==> config.mk <==
export PLATFORM = sky130hd
export DESIGN_NAME = fp_addsub_pipe
export DESIGN_NICKNAME = d
export VERILOG_FILES = /design/src/rtl/fp_addsub_pipe.sv
export SDC_FILE = /design/constraint.sdc
export NUM_CORES = 1
export LEC_CHECK = 0
export BUFFER_PORTS_ARGS = -buffer_cell sky130_fd_sc_hd__buf_2
export CELL_PAD_IN_SITES_DETAIL_PLACEMENT = 0
export CELL_PAD_IN_SITES_GLOBAL_PLACEMENT = 1
export CORE_MARGIN = 4
export CORE_UTILIZATION = 38
export DETAILED_ROUTE_END_ITERATION = 10
export GPL_ROUTABILITY_DRIVEN = 0
export PLACE_DENSITY_LB_ADDON = 0.2
export SLEW_MARGIN = 20
export SYNTH_ARGS = -nofsm -noshare
export SYNTH_HDL_FRONTEND = slang
export SYNTH_SLANG_ARGS = --single-unit
export TNS_END_PERCENT = 1
==> constraint.sdc <==
create_clock -name clk -period 2.08 [get_ports clk]
set_input_delay 0 -clock clk [delete_from_list [all_inputs] [get_ports clk]]
set_output_delay 0 -clock clk [all_outputs]
set_load 0.02 [all_outputs]
==> src/rtl/fp_addsub_pipe.sv <==
// rtl/fp_addsub_pipe.sv - elastic two-stage issue/writeback wrapper around a combinational FP adder
`timescale 1ns/1ps
module fp_addsub_pipe #(
    parameter int RD_W = 5,
    parameter int FTZ  = 1
) (
    input  logic            clk,
    input  logic            rst_n,
    input  logic            in_valid,
    output logic            in_ready,
    input  logic            in_sub,
    input  logic [31:0]     in_a,
    input  logic [31:0]     in_b,
    input  logic [RD_W-1:0] in_rd,
    input  logic            flush,
    output logic [31:0]     add_a,
    output logic [31:0]     add_b,
    input  logic [31:0]     add_res,
    output logic            out_valid,
    input  logic            out_ready,
    output logic [31:0]     out_res,
    output logic [RD_W-1:0] out_rd,
    input  logic [RD_W-1:0] chk_rs1,
    input  logic [RD_W-1:0] chk_rs2,
    output logic            chk_hit,
    output logic            busy
);

    logic            s1_v;
    logic            s2_v;
    logic [31:0]     s1_a;
    logic [31:0]     s1_b;
    logic [31:0]     s2_res;
    logic [RD_W-1:0] s1_rd;
    logic [RD_W-1:0] s2_rd;
    logic            s2_adv;
    logic            s1_adv;
    logic            accept;

    // Subnormals collapse to a signed zero when flush-to-zero is enabled; NaN/Inf untouched.
    function automatic logic [31:0] cond(input logic [31:0] x);
        if (FTZ != 0 && x[30:23] == 8'd0)
            return {x[31], 31'b0};
        return x;
    endfunction

    assign s2_adv   = !s2_v || out_ready;
    assign s1_adv   = s1_v && s2_adv;
    assign in_ready = (!s1_v || s2_adv) && !flush;
    assign accept   = in_valid && in_ready;

    always_ff @(posedge clk or negedge rst_n) begin
        if (!rst_n) begin
            s1_v   <= 1'b0;
            s2_v   <= 1'b0;
            s1_a   <= '0;
            s1_b   <= '0;
            s1_rd  <= '0;
            s2_res <= '0;
            s2_rd  <= '0;
        end else begin
            if (flush) begin
                s1_v <= 1'b0;
                s2_v <= 1'b0;
            end else begin
                if (accept)
                    s1_v <= 1'b1;
                else if (s1_adv)
                    s1_v <= 1'b0;
                if (s1_adv)
                    s2_v <= 1'b1;
                else if (out_ready)
                    s2_v <= 1'b0;
            end
            if (accept) begin
                s1_a  <= cond(in_a);
                s1_b  <= cond({in_b[31] ^ in_sub, in_b[30:0]});
                s1_rd <= in_rd;
            end
            if (s1_adv) begin
                s2_res <= add_res;
                s2_rd  <= s1_rd;
            end
        end
    end

    assign add_a     = s1_a;
    assign add_b     = s1_b;
    assign out_valid = s2_v;
    assign out_res   = s2_res;
    assign out_rd    = s2_rd;
    assign busy      = s1_v || s2_v;

    // Register f0 is real, so tag zero is compared like any other.
    assign chk_hit = (s1_v && (s1_rd == chk_rs1)) || (s2_v && (s2_rd == chk_rs1)) ||
                     (s1_v && (s1_rd == chk_rs2)) || (s2_v && (s2_rd == chk_rs2));

endmodule
==> results of run 1 <==
-- sequential cells by signal, summed over array words and instances, names as in the netlist --
register   cells
s1_rd          5
out_res       32
add_b         32
s1_v           1
out_valid      1
add_a         32
out_rd         5
-- Yosys cell counts --
| library cell | count | area [um^2] |
|---|---|---|
| sky130_fd_sc_hd__buf_6 | 7 | 78.83 |
| sky130_fd_sc_hd__nand2_4 | 1 | 11.26 |
| sky130_fd_sc_hd__nand3_1 | 1 | 5.000 |
| sky130_fd_sc_hd__and3b_1 | 1 | 8.760 |
| sky130_fd_sc_hd__nand4_1 | 2 | 12.51 |
| sky130_fd_sc_hd__or2_2 | 1 | 6.260 |
| sky130_fd_sc_hd__a22o_1 | 46 | 402.9 |
| sky130_fd_sc_hd__nor4_1 | 6 | 37.54 |
| sky130_fd_sc_hd__buf_4 | 3 | 22.52 |
| sky130_fd_sc_hd__nor2_1 | 3 | 11.26 |
| sky130_fd_sc_hd__nand2_1 | 1 | 3.750 |
| sky130_fd_sc_hd__mux2_2 | 37 | 416.7 |
| sky130_fd_sc_hd__mux2_4 | 20 | 300.3 |
| sky130_fd_sc_hd__xor2_1 | 10 | 87.58 |
| sky130_fd_sc_hd__a21oi_1 | 1 | 5.000 |
| sky130_fd_sc_hd__nor3_1 | 1 | 5.000 |
| sky130_fd_sc_hd__a21oi_4 | 2 | 32.53 |
| sky130_fd_sc_hd__xnor2_1 | 11 | 96.34 |
| sky130_fd_sc_hd__o21ai_2 | 1 | 8.760 |
| sky130_fd_sc_hd__mux2_1 | 2 | 22.52 |
| sky130_fd_sc_hd__inv_1 | 2 | 7.510 |
| sky130_fd_sc_hd__a31oi_1 | 1 | 6.260 |
| sky130_fd_sc_hd__buf_2 | 4 | 20.02 |
| sky130_fd_sc_hd__o311ai_0 | 1 | 8.760 |
| sky130_fd_sc_hd__dfrtp_1 | 108 | 2703 |
| sky130_fd_sc_hd__nor2_4 | 1 | 11.26 |
| sky130_fd_sc_hd__o21ai_0 | 1 | 5.000 |
-- layout make-up --
class | count | area share
inverter | 2 | 0.001075
tap | 140 | 0.02509
multi-input combinational | 151 | 0.2167
clock inverter | 7 | 0.01506
timing repair buffer | 335 | 0.3226
sequential | 108 | 0.3872
clock buffer | 9 | 0.03226
-- final timing paths --
path,start,endpoint,slack (ns),cells after the start
hold reg to reg,add_b[30],add_b[30],0.49,1
max in group asynchronous,rst_n,add_a[31],1.20,3
min in group asynchronous,rst_n,out_res[3],0.25,2
setup reg to reg,out_valid,add_b[21],0.30,5
setup / recovery,out_valid,add_b[21],0.30,5
hold / removal,out_ready,out_valid,0.01,4
-- stage by stage --
stage               total power [W]  setup WS, ns  instance area, um^2    util  hold slack [ns]
floorplan                  0.003512        0.4749                 4337       -          -0.2956
global placement           0.004091        0.3730                 5599  0.5098          0.08699
detailed placement         0.004120        0.3079                 5599  0.5098           0.1007
CTS                        0.006160        0.2940                 6980  0.6356         0.007847
global route               0.006390        0.1615                 6980  0.6356          0.05418
finish                     0.006094        0.3025                 6980  0.6356          0.01183
-- power by group --
group | internal [W] | switching, W | leakage (nW) | total [W]
Combinational | 0.000776 | 0.000827 | 2.02 | 0.00160
Sequential | 0.00242 | 0.000207 | 1.30 | 0.00262
Clock | 0.00108 | 0.000791 | 0.164 | 0.00187
Total | 0.00427 | 0.00183 | 3.49 | 0.00609
-- critical path, delay by kind of cell (launching register included) --
family             cells  cell delay, ns
AOI/OAI and AO/OA      2            0.76
DFF                    1            0.41
and+or+nand+nor        3            0.54
-- cell families after synthesis --
logic type                count (synthesis)
muxes                                    59
DFF                                     108
buffers and inverters                    16
and+or+nand+nor                          18
AOI/OAI and AO/OA                        53
xor gates and xnor gates                 21
-- repair_timing --
action,4_1_cts,5_1_grt
endpoints found under the setup margin,0,0
hold buffers,105,0
endpoints found under the hold margin,152,0
-- routing by layer --
metal  track usage  wire length, um  up-vias
met2        0.3190             6043      165
met1        0.2317             5102     1706
met5             0                0        -
li1              -                -     1672
met3       0.04789              920       13
met4       0.04851              158        0
==> PnR_summary.wiki, run 1 <==
{| class="wikitable"
! Metric !! Value
|-
| Unique cell type count in the Yosys netlist || 27
|-
| Mux contribution to synthesized area || 0.1705
|-
| TritonCTS clock tree || yes
|-
| Power density over cell area || a little under 900 nW/um^2
|-
| Relative slew slack || 0.5337
|-
| Aggregate global-route resource usage || 0.1847
|-
| Vias post-DR || approximately 3600
|-
| Startpoint kind of the worst setup timing path || flip-flop
|-
| Arrival time at the worst endpoint || approximately 2.0 ns
|-
| # H-tree levels || 3
|-
| Largest net degree at the start of global routing || 54
|-
| Required time of the worst setup path || between 2 and 2.5 ns
|-
| Worst Skew || approximately 0.011 ns
|-
| Kind of end point of the critical path || flip-flop
|-
| Final critical path time including I/O delays and setup || about 1.8 ns
|-
| Synthesized netlist net count || roughly 390
|-
| Post-detailed-placement half-perimeter wirelength || around 8400 um
|-
| Standard-cell rows || 38
|-
| Static Leak || between 3 and 4 nW
|-
| Antenna Violating Nets Remaining || 0
|-
| Final hold violation count || 0
|-
| Antenna cell count || 0
|-
| Total area of multi-input combinational cells || ~1500 um^2
|-
| Most common library cell in the layout ignoring fill and taps || sky130_fd_sc_hd__buf_2
|-
| Most frequent cells in the layout || sky130_fd_sc_hd__buf_2, sky130_fd_sc_hd__dfrtp_1, sky130_fd_sc_hd__dlygate4sd3_1
|-
| Fraction of the yosys area taken by sequential cells || 0.6232
|-
| Cell Area, Synth || 4337 um^2
|-
| I/O Pins || about 220
|-
| Horiz. Die Dim || between 100 and 150 um
|-
| Largest family of logic cells by synthesized area || multiplexers
|-
| Cell with the largest stage delay on the worst path || sky130_fd_sc_hd__a21oi_4
|-
| Average instance area after synthesis || between 15 and 20 um^2
|-
| Post-CTS resize count || 0
|-
| Number of non-filler instances in the completed layout || roughly 750
|-
| Total of max-cap violations || 0
|-
| Layout Nets || 724
|-
| Wire length reported by the detailed router || 12220 um
|-
| Fillers || roughly 830
|-
| Num Clock Sinks || approximately 110
|-
| Setup Crit Path Kind || flip-flop to flip-flop
|-
| DRC || 0
|-
| Clock Tree Buf Depth || 2
|-
| Timing-limited maximum frequency || roughly 560 MHz
|-
| First-iteration detailed-routing DRC count || just over 100
|-
| Reg area || between 2000 and 3000 um^2
|-
| Aggregate global routing overflow || 0
|-
| Y dimension of the die || 114.8 um
|-
| Share of layout cells above drive strength 1 || 0.5049
|-
| Min-delay worst type || input port to flip-flop
|-
| Die ar. || around 13000 um^2
|-
| Via count normalized by instance count || approximately 4.7
|-
| Status || complete, no violations
|-
| Number of setup violations in the final report || 0
|-
| Share of the clock period used by the worst path || 0.8546
|-
| Post-synthesis simple-gate area fraction || 0.02597
|-
| Final setup TNS || 0 ns
|-
| First-pass iteration count of the detailed router || 4
|-
| Cells along the critical path || and3b_1 -> nor2_4 -> nand2_4 -> a21oi_4 -> a22o_1
|-
| Post-Synthesis Cells || between 200 and 300
|-
| Number of pins with negative max-slew slack in the final report || 0
|-
| Antenna violations before repair || 0
|-
| Placed Instances || approximately 630
|-
| Number of synthesized register bits || approximately 110
|-
| Top fanout value on the critical path || 23
|-
| Starting Density || 0.3949
|-
| Clock Latency Late Sink || approximately 0.33 ns
|-
| Maximum vdd ir drop || 0.4701 mV
|-
| Global-route wire length before repair || just under 20000 um
|-
| Vias in the first global route || 3836
|-
| Synth Area in Compound Gates || 0.1082
|-
| Number of port buffers || around 220
|-
| CTS buffer count || 9
|-
| Area of the placeable core || approximately 11000 um^2
|-
| Adder-cell area share of the yosys netlist || 0
|-
| Setup repair after global routing missed its margin || no
|-
| Worst-margin pin slew || around 0.70 ns
|-
| Yosys synthesis warning count || 0
|-
| Number of buffers inserted to repair setup after CTS || 0
|-
| Post-synthesis share of cell area spent on xor and xnor gates || 0.04241
|-
| Synth-to-layout area growth || 60.96%
|-
| CP peak stage delay || around 0.52 ns
|-
| Reg clk slew, reported paths || about 0.070 ns
|-
| Clk root buf || sky130_fd_sc_hd__clkbuf_16
|-
| Routed WL per cell || ~16 um
|}
Note: power is estimated with default switching activity, not from simulation.
==> run 2, diff against run 1 <==
--- a/config.mk
+++ b/config.mk
@@ -6,10 +6,10 @@
 export NUM_CORES = 1
 export LEC_CHECK = 0
 export BUFFER_PORTS_ARGS = -buffer_cell sky130_fd_sc_hd__buf_2
-export CELL_PAD_IN_SITES_DETAIL_PLACEMENT = 0
-export CELL_PAD_IN_SITES_GLOBAL_PLACEMENT = 1
+export CELL_PAD_IN_SITES_DETAIL_PLACEMENT = 1
+export CELL_PAD_IN_SITES_GLOBAL_PLACEMENT = 2
 export CORE_MARGIN = 4
-export CORE_UTILIZATION = 38
+export CORE_UTILIZATION = 31
 export DETAILED_ROUTE_END_ITERATION = 10
 export GPL_ROUTABILITY_DRIVEN = 0
 export PLACE_DENSITY_LB_ADDON = 0.2
==> run 2 against run 1 <==
Worst setup slack got worse by 0.067 ns. Clock power is 7% lower. Largest cell class unchanged. Core utilization decreased by 12 points. Global-route usage shrank 0.62 points. Design area up 0.27%. Combinational power is essentially flat. Sequential share of layout area shrank 0.10 points. Critical path type unchanged.
==> PnR_summary.wiki, run 2 (synthesis results as in run 1) <==
{| class="wikitable"
! Metric !! Value
|-
| Status || complete, no violations
|-
| I/O Pins || 222 (unchanged)
|-
| First-pass iteration count of the detailed router || 4 (unchanged)
|-
| Number of buffers inserted to repair setup after CTS || 0 (unchanged)
|-
| Setup Slack @ Placement || 0.2322 ns (-0.07568 ns)
|-
| Num Clock Sinks || 108 (unchanged)
|-
| DRC || 0 (unchanged)
|-
| Final-layout worst hold slack || 0.03696 ns (+0.02513 ns)
|-
| Antenna violations before repair || 0 (unchanged)
|-
| Standard-cell rows || 42 (+11%)
|-
| Aggregate global-route resource usage || 0.1785 (-0.006244)
|-
| Min-delay worst type || input port to flip-flop
|-
| Global-route wire length before repair || 22800 um (+18%)
|-
| Post-detailed-placement half-perimeter wirelength || 9555 um (+14%)
|-
| Maximum vdd ir drop || 0.4824 mV (+2.6%)
|-
| Final worst setup slack || 0.2356 ns (-0.06695 ns)
|-
| Starting Density || 0.3224 (-0.07249)
|-
| Routed WL per cell || 17.89 um (+10%)
|-
| Worst Skew || 0.01064 ns (+0.0001269 ns)
|-
| Final setup TNS || 0 ns (unchanged)
|-
| Aggregate global routing overflow || 0 (unchanged)
|-
| Number of setup violations in the final report || 0 (unchanged)
|-
| Share of the clock period used by the worst path || 0.8867 (+0.03219)
|-
| Power density over cell area || 856.6 nW/um^2 (-1.9%)
|-
| Y dimension of the die || 126.3 um (+10%)
|-
| Reg clk slew, reported paths || 0.06 ns (about the same)
|-
| Antenna Violating Nets Remaining || 0 (unchanged)
|-
| Setup repair after global routing missed its margin || no
|-
| Final critical path time including I/O delays and setup || 1.844 ns (+0.06695 ns)
|-
| Most frequent cells in the layout || sky130_fd_sc_hd__buf_2, sky130_fd_sc_hd__dfrtp_1, sky130_fd_sc_hd__dlygate4sd3_1
|-
| Kind of end point of the critical path || flip-flop
|-
| Relative slew slack || 0.5546 (+0.02091)
|-
| Setup Crit Path Kind || flip-flop to flip-flop
|-
| Vias in the first global route || 4186 (+9.1%)
|-
| Wire length reported by the detailed router || 14100 um (+15%)
|-
| Share of layout cells above drive strength 1 || 0.5016 (-0.003268)
|-
| Layout Nets || 724 (unchanged)
|-
| Total of max-cap violations || 0 (unchanged)
|-
| Total non-filler cell area in the finished layout || 6999 um^2 (+0.27%)
|-
| Timing-limited maximum frequency || 542.2 MHz (-3.6%)
|-
| Area of the placeable core || 13450 um^2 (+22%)
|-
| Clock Latency Late Sink || 0.34 ns (about the same)
|-
| Placed cell area || 5644 um^2 (+0.80%)
|-
| Antenna cell count || 0 (unchanged)
|-
| Clock Tree Buf Depth || 2 (unchanged)
|-
| Largest net degree at the start of global routing || 57 (+5.6%)
|-
| Vias post-DR || 3602 (+1.3%)
|-
| CTS Hold Buffers Added || 105 (unchanged)
|-
| Required time of the worst setup path || 2.29 ns (-0.06 ns)
|-
| CTS buffer count || 9 (unchanged)
|-
| TritonCTS clock tree || yes
|-
| Via count normalized by instance count || 4.571 (-3.3%)
|-
| Clk root buf || sky130_fd_sc_hd__clkbuf_16
|-
| Startpoint kind of the worst setup timing path || flip-flop
|-
| Number of pins with negative max-slew slack in the final report || 0 (unchanged)
|-
| First-iteration detailed-routing DRC count || 121 (+17%)
|-
| Die ar. || 15950 um^2 (+21%)
|-
| Static Leak || 3.474 nW (-0.39%)
|-
| Final hold violation count || 0 (unchanged)
|-
| Post-CTS resize count || 0 (unchanged)
|-
| Most common library cell in the layout ignoring fill and taps || sky130_fd_sc_hd__buf_2
|-
| Horiz. Die Dim || 126.3 um (+10%)
|-
| Number of port buffers || 221 (unchanged)
|-
| Top fanout value on the critical path || 27 (+17%)
|-
| Worst-margin pin slew || 0.6620 ns (-0.03748 ns)
|-
| Synth-to-layout area growth || 61.40%
|-
| Arrival time at the worst endpoint || 2.05 ns (about the same)
|-
| # H-tree levels || 3 (unchanged)
|}
[run 2: cell types whose count changed in the layout (fill, tap and decap cells not counted)]
| cell | change |
|---|---|
| sky130_fd_sc_hd__clkinv_4 | -1 |
| sky130_fd_sc_hd__clkbuf_1 | +2 |
| sky130_fd_sc_hd__clkbuf_8 | +2 |
| sky130_fd_sc_hd__bufinv_16 | -1 |
| sky130_fd_sc_hd__inv_8 | -2 |
[run 2: area by class of cell]
cell class | count | area [um^2]
multi-input cells | 151 | 1513
flip-flops and latches | 108 | 2703
fillers | 1431 | 6454
repair buffers | 335 | 2252
clock buffers | 13 | 260.3
inverters | 2 | 7.507
well taps | 176 | 220.2
clock inverters | 3 | 43.79
[run 2: layer usage]
layer,vias up,GRT usage,wire length [um]
met5,-,0,0
met4,0,0.05237,236
met3,18,0.03853,853
met2,139,0.3186,7256
met1,1772,0.2163,5752
li1,1673,-,-
[run 2: report_power, final]
group          total [W]  internal (W)  leakage (nW)  switching, W
registers        0.00263       0.00242          1.30      0.000215
clock network    0.00173       0.00100         0.150      0.000725
logic            0.00163      0.000776          2.02      0.000857
total            0.00600       0.00420          3.47       0.00180
[run 2: metrics by stage]
step	cells	util	total power [W]
final	788	0.5203	0.005996
after global routing	788	0.5203	0.006307
after CTS	788	0.5203	0.006074
after detailed placement	667	0.4196	0.004146
after global placement	667	0.4196	0.004108
after floorplan	275	-	0.003512
[run 2: final timing paths]
kind / startpoint / to / cells after the start / slack, ns
min in group asynchronous: rst_n / out_rd[4] / 2 / 0.19
worst min-delay path: out_ready / out_valid / 4 / 0.04
max in group asynchronous: rst_n / add_a[27] / 3 / 1.19
worst min register to register: add_b[31] / add_b[31] / 2 / 0.49
worst max register to register: s1_v / add_a[27] / 5 / 0.24
worst max-delay path: s1_v / add_a[27] / 5 / 0.24
[run 2: worst max-delay path, cell delays in order (launching register included)]
cell,delay [ns]
sky130_fd_sc_hd__dfrtp_1,0.47
sky130_fd_sc_hd__and3b_1,0.26
sky130_fd_sc_hd__nor2_4,0.05
sky130_fd_sc_hd__nand2_4,0.34
sky130_fd_sc_hd__buf_4,0.27
sky130_fd_sc_hd__mux2_4,0.32
==> run 3, diff against run 2 <==
--- a/config.mk
+++ b/config.mk
@@ -12,7 +12,9 @@
 export CORE_UTILIZATION = 31
 export DETAILED_ROUTE_END_ITERATION = 10
 export GPL_ROUTABILITY_DRIVEN = 0
+export GPL_TIMING_DRIVEN = 0
 export PLACE_DENSITY_LB_ADDON = 0.2
+export SKIP_LAST_GASP = 1
 export SLEW_MARGIN = 20
 export SYNTH_ARGS = -nofsm -noshare
 export SYNTH_HDL_FRONTEND = slang
==> run 3 against run 2 <==
Flip-flop and latch count is the same. Non-clock buffer count grew 7. Worst hold slack gained 0.12 ns. Clock skew shrank 0.0055 ns. Total power shrank 2.9%. Combinational power is essentially flat. Largest cell class unchanged. Largest power group unchanged.
==> PnR_summary.wiki, run 3 (synthesis results as in run 1) <==
{| class="wikitable"
! Metric !! Value
|-
| # H-tree levels || 3 (unchanged)
|-
| Antenna violations before repair || 1 (+1)
|-
| Fillers || 1451 (+1.4%)
|-
| Setup Crit Path Kind || flip-flop to flip-flop
|-
| Status || complete, no violations
|-
| Aggregate global-route resource usage || 0.1853 (+0.006822)
|-
| Final worst setup slack || 0.2873 ns (+0.05171 ns)
|-
| Standard-cell rows || 42 (unchanged)
|-
| CP peak stage delay || 0.50 ns (+0.03 ns)
|-
| Number of non-filler instances in the completed layout || 794 (+0.76%)
|-
| Length in cells of the worst reg-to-reg path || 4 (-1)
|-
| Final-layout worst hold slack || 0.1530 ns (+0.1160 ns)
|-
| Required time of the worst setup path || 2.30 ns (about the same)
|-
| Antenna Violating Nets Remaining || 0 (unchanged)
|-
| Startpoint kind of the worst setup timing path || flip-flop
|-
| TritonCTS clock tree || yes
|-
| Horiz. Die Dim || 126.3 um (unchanged)
|-
| Cells along the critical path || inv_1 -> o21ai_2 -> buf_4 -> mux2_2
|-
| Reg clk slew, reported paths || 0.06 ns (about the same)
|-
| Kind of end point of the critical path || flip-flop
|-
| I/O Pins || 222 (unchanged)
|-
| Largest net degree at the start of global routing || 68 (+19%)
|-
| Vias post-DR || 3671 (+1.9%)
|-
| Global-route wire length before repair || 23340 um (+2.4%)
|-
| Post-CTS resize count || 0 (unchanged)
|-
| Timing-limited maximum frequency || 557.8 MHz (+2.9%)
|-
| Family with the most delay on the worst path || compound AO/OA/AOI/OAI gates
|-
| Die ar. || 15950 um^2 (unchanged)
|-
| Number of port buffers || 221 (unchanged)
|-
| Cell with the largest stage delay on the worst path || sky130_fd_sc_hd__o21ai_2
|-
| Placed cell area || 5697 um^2 (+0.93%)
|-
| Starting Density || 0.3224 (unchanged)
|-
| Most common library cell in the layout ignoring fill and taps || sky130_fd_sc_hd__buf_2
|-
| First-pass iteration count of the detailed router || 4 (unchanged)
|-
| Setup Slack @ Placement || 0.2674 ns (+0.03513 ns)
|-
| Layout Nets || 731 (+0.97%)
|-
| Setup repair after global routing missed its margin || no
|-
| Arrival time at the worst endpoint || 2.02 ns (-0.03 ns)
|-
| Share of the clock period used by the worst path || 0.8619 (-0.02486)
|-
| Post-detailed-placement half-perimeter wirelength || 9735 um (+1.9%)
|-
| Clock Tree Buf Depth || 2 (unchanged)
|-
| Total non-filler cell area in the finished layout || 7019 um^2 (+0.29%)
|-
| Maximum vdd ir drop || 0.3430 mV (-29%)
|-
| Worst-margin pin slew || 0.6369 ns (-0.02510 ns)
|-
| Final critical path time including I/O delays and setup || 1.793 ns (-0.05171 ns)
|-
| Aggregate global routing overflow || 0 (unchanged)
|-
| Share of layout cells above drive strength 1 || 0.5041 (+0.002418)
|-
| Number of buffer and inverter instances along the worst setup path || 2 (+1)
|-
| Clk root buf || sky130_fd_sc_hd__clkbuf_16
|-
| DRC || 0 (unchanged)
|-
| Number of setup violations in the final report || 0 (unchanged)
|-
| Top fanout value on the critical path || 10 (-63%)
|-
| Total of max-cap violations || 0 (unchanged)
|-
| Routed WL per cell || 17.99 um (+0.56%)
|-
| Final standard cell utilization of the core || 0.5218 (+0.001488)
|-
| Number of buffers inserted to repair setup after CTS || 0 (unchanged)
|-
| Area of the placeable core || 13450 um^2 (unchanged)
|-
| Min-delay worst type || input port to asynchronous set/reset pin
|-
| Synth-to-layout area growth || 61.86%
|-
| Clock Latency Late Sink || 0.34 ns (about the same)
|-
| Placed Instances || 673 (+0.90%)
|-
| Y dimension of the die || 126.3 um (unchanged)
|-
| Worst Skew || 0.005091 ns (-0.005545 ns)
|-
| Wire length reported by the detailed router || 14290 um (+1.3%)
|-
| Static Leak || 3.481 nW (+0.20%)
|-
| Number of pins with negative max-slew slack in the final report || 0 (unchanged)
|-
| CTS buffer count || 9 (unchanged)
|-
| Final hold violation count || 0 (unchanged)
|-
| Reg area || 2703 um^2 (unchanged)
|-
| Total area of multi-input combinational cells || 1505 um^2 (-0.50%)
|-
| Relative slew slack || 0.5715 (+0.01689)
|-
| Count of cell instances traversed by the critical path || 4 (-1)
|-
| Vias in the first global route || 4271 (+2.0%)
|-
| Num Clock Sinks || 108 (unchanged)
|-
| Most frequent cells in the layout || sky130_fd_sc_hd__buf_2, sky130_fd_sc_hd__dfrtp_1, sky130_fd_sc_hd__dlygate4sd3_1
|-
| Via count normalized by instance count || 4.623 (+1.1%)
|-
| First-iteration detailed-routing DRC count || 116 (-4.1%)
|-
| Power density over cell area || 829.7 nW/um^2 (-3.1%)
|}
-- run 3: changes by cell type in the layout (fill, tap and decap cells not counted), sizes merged --
cell / delta
buf: +6
bufinv: -1
clkbuf: -1
clkinvlp: +1
diode: +1
dlygate4sd3: +1
inv: -1
-- run 3: path summary, 6_finish.rpt --
path	from	to	slack (ns)
worst max register to register	out_valid	out_res[12]	0.29
worst min register to register	add_b[30]	add_b[30]	0.49
worst max-delay path	out_valid	out_res[12]	0.29
worst min-delay path	rst_n	add_a[31]	0.15
min in group clk	in_valid	add_b[2]	0.26
max in group asynchronous	rst_n	add_a[19]	1.26
-- run 3: metrics by stage --
stage	setup TNS (ns)	total power (W)
after floorplan	0	0.003512
after global placement	-28.53	0.004107
after detailed placement	0	0.004158
after global routing	0	0.006146
final	0	0.005824
after CTS	0	0.005907
-- run 3: routing by layer --
| metal | track usage | share of wire | vias to the layer above |
|---|---|---|---|
| li1 | - | - | 1690 |
| met1 | 0.2248 | 0.41 | 1815 |
| met2 | 0.3196 | 0.51 | 143 |
| met3 | 0.04530 | 0.065 | 23 |
| met4 | 0.06877 | 0.021 | 0 |
| met5 | 0 | 0 | - |
-- run 3: power breakdown --
part | leakage, nW | total, W | internal (W) | switching [W]
combinational | 2.06 | 0.00165 | 0.000787 | 0.000862
clock | 0.125 | 0.00155 | 0.000831 | 0.000717
sequential | 1.30 | 0.00263 | 0.00242 | 0.000210
-- run 3: what timing repair did --
action / CTS / global route
endpoints found under the setup margin: 0 / 0
endpoints found under the hold margin: 144 / 0
hold buffers: 106 / 0
-- run 3: area by class of cell --
cell class | instances | share of cell area
Timing Repair Buffer | 328 | 0.3135
Buffer | 14 | 0.01729
Clock buffer | 12 | 0.03512
Clock inverter | 2 | 0.001783
Antenna cell | 1 | 0.0003565
Sequential cell | 108 | 0.3850
Multi-Input combinational cell | 151 | 0.2144
Inverter | 2 | 0.001070
Tap cell | 176 | 0.03137
